**src/rtl/fp_div_arbiter.sv**
```systemverilog
// Round-robin front end that time-shares one fp_div among N_REQ requesters:
// grant, launch, wait (with watchdog), then hand the quotient back to the owner.
module fp_div_arbiter #(
    parameter int N_REQ   = 2,
    parameter int TIMEOUT = 63
) (
    input  logic                clk,
    input  logic                rst,
    input  logic [N_REQ-1:0]    req,
    input  logic [32*N_REQ-1:0] op_a,
    input  logic [32*N_REQ-1:0] op_b,
    output logic [N_REQ-1:0]    gnt,
    output logic [N_REQ-1:0]    res_valid,
    input  logic [N_REQ-1:0]    res_ready,
    output logic [31:0]         res,
    output logic                busy,
    output logic                timeout_err,
    output logic                div_start,
    output logic [31:0]         div_op_a,
    output logic [31:0]         div_op_b,
    input  logic                div_done,
    input  logic [31:0]         div_res
);

    localparam int DATA_W = 32;
    localparam int ID_W   = (N_REQ > 1) ? $clog2(N_REQ) : 1;
    localparam int WD_W   = (TIMEOUT > 1) ? $clog2(TIMEOUT + 1) : 1;
    localparam logic [DATA_W-1:0] QNAN = 32'h7FC0_0000;

    typedef enum logic [1:0] {IDLE, LAUNCH, WAIT, RESP} state_t;

    state_t            state;
    logic [ID_W-1:0]   ptr;
    logic [ID_W-1:0]   id;
    logic [WD_W-1:0]   wdog;

    logic              found;
    logic [ID_W-1:0]   win;
    logic [ID_W-1:0]   scan_id;
    int                scan_idx;
    logic [DATA_W-1:0] a_arr [N_REQ];
    logic [DATA_W-1:0] b_arr [N_REQ];

    // Rotating search starting at the priority pointer; first set request wins.
    always_comb begin
        found    = 1'b0;
        win      = '0;
        scan_idx = 0;
        scan_id  = '0;
        for (int k = 0; k < N_REQ; k++) begin
            scan_idx = int'(ptr) + k;
            if (scan_idx >= N_REQ) scan_idx = scan_idx - N_REQ;
            scan_id = ID_W'(scan_idx);
            if (!found && req[scan_id]) begin
                found = 1'b1;
                win   = scan_id;
            end
        end
        for (int i = 0; i < N_REQ; i++) begin
            a_arr[i] = op_a[i*DATA_W +: DATA_W];
            b_arr[i] = op_b[i*DATA_W +: DATA_W];
        end
    end

    always_ff @(posedge clk) begin
        if (rst) begin
            state       <= IDLE;
            gnt         <= '0;
            res_valid   <= '0;
            div_start   <= 1'b0;
            busy        <= 1'b0;
            timeout_err <= 1'b0;
            res         <= '0;
            div_op_a    <= '0;
            div_op_b    <= '0;
            ptr         <= '0;
            id          <= '0;
            wdog        <= '0;
        end else begin
            gnt       <= '0;
            div_start <= 1'b0;
            case (state)
                IDLE: begin
                    if (found) begin
                        id       <= win;
                        gnt[win] <= 1'b1;
                        div_op_a <= a_arr[win];
                        div_op_b <= b_arr[win];
                        busy     <= 1'b1;
                        state    <= LAUNCH;
                    end
                end
                LAUNCH: begin
                    div_start <= 1'b1;
                    wdog      <= '0;
                    state     <= WAIT;
                end
                WAIT: begin
                    // div_done is still high from idle while the start pulse is out.
                    if (div_done && !div_start) begin
                        res           <= div_res;
                        res_valid[id] <= 1'b1;
                        state         <= RESP;
                    end else if (wdog == WD_W'(TIMEOUT - 1)) begin
                        timeout_err   <= 1'b1;
                        res           <= QNAN;
                        res_valid[id] <= 1'b1;
                        state         <= RESP;
                    end else begin
                        wdog <= wdog + 1'b1;
                    end
                end
                RESP: begin
                    if (res_ready[id]) begin
                        res_valid <= '0;
                        busy      <= 1'b0;
                        state     <= IDLE;
                        if (id == ID_W'(N_REQ - 1)) ptr <= '0;
                        else                        ptr <= id + 1'b1;
                    end
                end
                default: state <= IDLE;
            endcase
        end
    end

endmodule

```
**config.mk**
```make
export PLATFORM = sky130hd
export DESIGN_NAME = fp_div_arbiter
export DESIGN_NICKNAME = d
export VERILOG_FILES = /design/src/rtl/fp_div_arbiter.sv
export SDC_FILE = /design/constraint.sdc
export NUM_CORES = 1
export LEC_CHECK = 0
export ABC_AREA = 0
export BUFFER_PORTS_ARGS = -buffer_cell sky130_fd_sc_hd__buf_2
export CORE_UTILIZATION = 38
export CTS_CLUSTER_SIZE = 14
export DETAILED_ROUTE_END_ITERATION = 12
export HOLD_SLACK_MARGIN = 0.12
export MAX_ROUTING_LAYER = met4
export PLACE_DENSITY = 0.76
export SLEW_MARGIN = 20
export SYNTH_ARGS = -nofsm -noshare
export SYNTH_HDL_FRONTEND = slang
export SYNTH_SLANG_ARGS = --single-unit
```
**constraint.sdc**
```tcl
create_clock -name clk -period 1.6 [get_ports clk]
set_clock_uncertainty 0.05 [all_clocks]
set_input_delay 0.24 -clock clk [delete_from_list [all_inputs] [get_ports clk]]
set_output_delay 0.24 -clock clk [all_outputs]
set_load 0.02 [all_outputs]
```
==> impl_metrics.ini <==
[status]
outcome = complete, but fails checks
violations = negative setup slack

[clocking]
clock_sinks = 113
htree_num_levels = 4
cts_tree = done
clockBufferDepth = 2
clock_latency_ps = 510
cts.clk_slew.worst_paths_ps = 60
cts_buffers = 17
ctsRootBufferMaster = clkbuf_8

[worst_setup_path]
end_kind = flip-flop
r2r-start = state[1]$_SDFFE_PP0P_
reg2reg_to = div_op_a[17]$_SDFFE_PP0P_
cp_top_family = simple AND/OR/NAND/NOR gates
arrival_ps = 2080
startpoint_type = flip-flop
critical_path_required_ps = 1920
cp_max_fo = 20
critPathMaxStageDelay_ps = 380
crit_path_start = state[1]$_SDFFE_PP0P_
rr_worst_depth = 7
cp_slowest_cell = dfxtp_4
path_cells = inv_4 -> ha_4 -> nor2b_4 -> and3_4 -> clkbuf_16 -> a22oi_2 -> nand2_1
reg2reg_slack_ps = -160
critPathKind = reg2reg
critPathBufInv = 2

[route]
drt_iter0_drc = 445
ant_nets = 0
num_vias = 5725
routed_via_density = 5.39
routedWlPerCell_um = 19.0
drc_errors = 0
firstDrtPassIters = 5
wl_mm = 20.2

[power]
ir_drop_mv = 0.772
internal_power_mw = 7.75
combPwrFrac_pct = 34.3
p_seq_share_pct = 32.7
fin_total_pwr_mw = 11.9
swShare_pct = 34.9
power_leakage_nw = 4.20
switchingPower_mw = 4.15
power.density_mw_per_mm2 = 1390
pwr-share-clk_pct = 33.0

[timing]
finalHoldViolCount = 0
report.final.setup_viol = 3
max_freq_mhz = 567
rsz0062_at_grt = yes
finalCriticalPeriod_ps = 1760
fin_crit_sh_pct = 110
setup_ws_ps = -162
worst_pin_slew_ps = 386
relSlewSlack_pct = 74.2
maxSlewViolCount = 0

[grt]
grt_start_max_net_pins = 53
grt_overflow_total = 0
grt.total_usage_pct = 30.6
grt_pass1_vias = 5597
grt_pass1_wl_mm = 26.4
grt_antenna_before_repair = 0

[yosys]
synthTopCellsByCount = nand2_1 (135), dfxtp_1 (113), a22oi_1 (64)
synth_seq_cells = 113
synth_top_area_share_pct = 53.7
syn_area_per_cell_sq_um = 9.29
synth-seq-area-share_pct = 53.7
netlist_instances = 453
yosys_warnings = 0
syn_area_sq_mm = 0.00421
synth_fp_nets = 627
synth_edf_count = 0
async_reset_ff_share_pct = 0
synth_top_cell_by_area = dfxtp_1
synth.most_common_cell = nand2_1
ys_types = 40
synthFlopType = dfxtp_1
yosys-top-cells-area = dfxtp_1 (54%), nand2_1 (12%), a22oi_1 (11%)

[die]
dieArea_sq_mm = 0.0115
start_util_pct = 38.8
rows = 38
die_x_um = 107
die_height_um = 107
fp.coreArea_sq_mm = 0.0108
ioPinCount = 270

[run]
drv_cap = 0

[placed_design]
portBuffers = 269
gp_congestion = 0.860
hpwl_mm = 8.84
dpl-instance-area_sq_mm = 0.00583

[cells_and_area]
final_area_sq_mm = 0.00859
nets = 1084
drive_gt1_share_pct = 43.3
syn_to_final_growth_pct = 104
fillers = 594
diodes = 0

[worst_hold_path]
min_path_cells = 2
hold_path_end = div_op_b[6]$_SDFFE_PP0P_
worstHoldStart = div_op_b[6]$_SDFFE_PP0P_
min_path_type = reg2reg
[sequential cells by signal, indices dropped and copies added (netlist names), 2 cells and up]
name	count
wdog	6
div_op_a	32
div_op_b	32
state	2
res	32
res_valid	2
gnt	2
[cells in the final DEF, fill, tap and decap left out, types with 2 or more instances in the layout]
cell type,instances
nor2_1,7
ha_1,3
a311oi_1,2
a22o_1,23
o221a_2,9
clkbuf_8,2
dfxtp_1,111
nand3_1,5
clkinv_4,2
ha_4,3
nor2b_1,3
bufinv_16,4
a22oi_2,34
buf_6,4
buf_2,269
o21ai_0,3
clkinvlp_4,6
nand2b_1,4
nand2_1,135
dlygate4sd3_1,166
a21oi_1,9
inv_1,6
mux2i_1,2
a22oi_1,30
clkbuf_16,22
and3_4,3
inv_4,2
buf_12,5
o21a_1,2
buf_4,17
[how the worst max path moves through the flow]
stage	endpoint	slack [ps]	cells after the start
floorplan	wdog[2]$_SDFFE_PP0P_	-20	8
global route	div_op_a[17]$_SDFFE_PP0P_	-150	7
finish	div_op_a[17]$_SDFFE_PP0P_	-160	7
detailed placement	res[25]$_SDFFE_PP0P_	-30	6
CTS	div_op_b[25]$_SDFFE_PP0P_	8	7
global placement	res[28]$_SDFFE_PP0P_	20	6
[repair_timing]
item,CTS,global route
buffers inserted,0,1
setup endpoints to repair,61,69
cloned,0,11
endpoints found under the hold margin,103,0
hold buffers,166,0
resized for setup,8,49
pin swaps,0,21
[through the flow]
step | TNS (ps) | std cells | utilization, % | setup WS, ps | hold slack, ps
2_1_floorplan | -38.0 | 453 | - | -22.3 | 319
3_3_place_gp | 0 | 853 | 53.8 | 18.1 | 368
3_5_place_dp | -328 | 853 | 53.8 | -32.4 | 374
4_1_cts | 0 | 1050 | 75.1 | 7.59 | 383
5_1_grt | -557 | 1062 | 79.2 | -152 | 408
6_report | -239 | 1062 | 79.2 | -162 | 382
[power by group through the flow]
| stage | Combinational, mW | Clock [mW] | Sequential, mW |
|---|---|---|---|
| floorplan | 1.11 | 0 | 4.60 |
| global placement | 3.06 | 0 | 3.82 |
| detailed placement | 3.12 | 0 | 3.84 |
| CTS | 3.48 | 3.96 | 3.80 |
| global route | 4.33 | 4.11 | 3.95 |
| finish | 4.09 | 3.93 | 3.89 |
[worst min-delay path, cell delays in order (launching register included)]
cell	delay [ps]
dfxtp_1	300
nand2_1	50
nand2_1	40
[routing by layer]
layer / share of wire (%) / global-route usage, % / wire, um
met5: 0 / - / 0
met4: 6.9 / 20.8 / 1400
met3: 9.3 / 10.5 / 1880
met2: 49 / 51.3 / 9840
met1: 35 / 29.8 / 7110
[logic make-up (layout without fill, tap and decap cells)]
logic type | after synthesis | after routing | share of synthesized area (%)
compound gates | 126 | 126 | 23.5
fa+ha+maj | 7 | 7 | 2.08
buf+inv | 39 | 507 | 4.04
flops | 113 | 113 | 53.7
mux | 3 | 3 | 0.743
simple gates | 165 | 166 | 15.9
[area by class of cell]
| cell class | instances | area [sq um] | area share (%) |
|---|---|---|---|
| clock inverter | 13 | 188 | 2.19 |
| multi-input combinational | 302 | 2050 | 23.9 |
| timing repair buffer | 468 | 3450 | 40.1 |
| sequential | 113 | 2270 | 26.4 |
| clock buffer | 18 | 428 | 4.98 |
| inverter | 8 | 35.0 | 0.408 |
| tap | 140 | 175 | 2.04 |
Power figures use the tool's default switching activity.
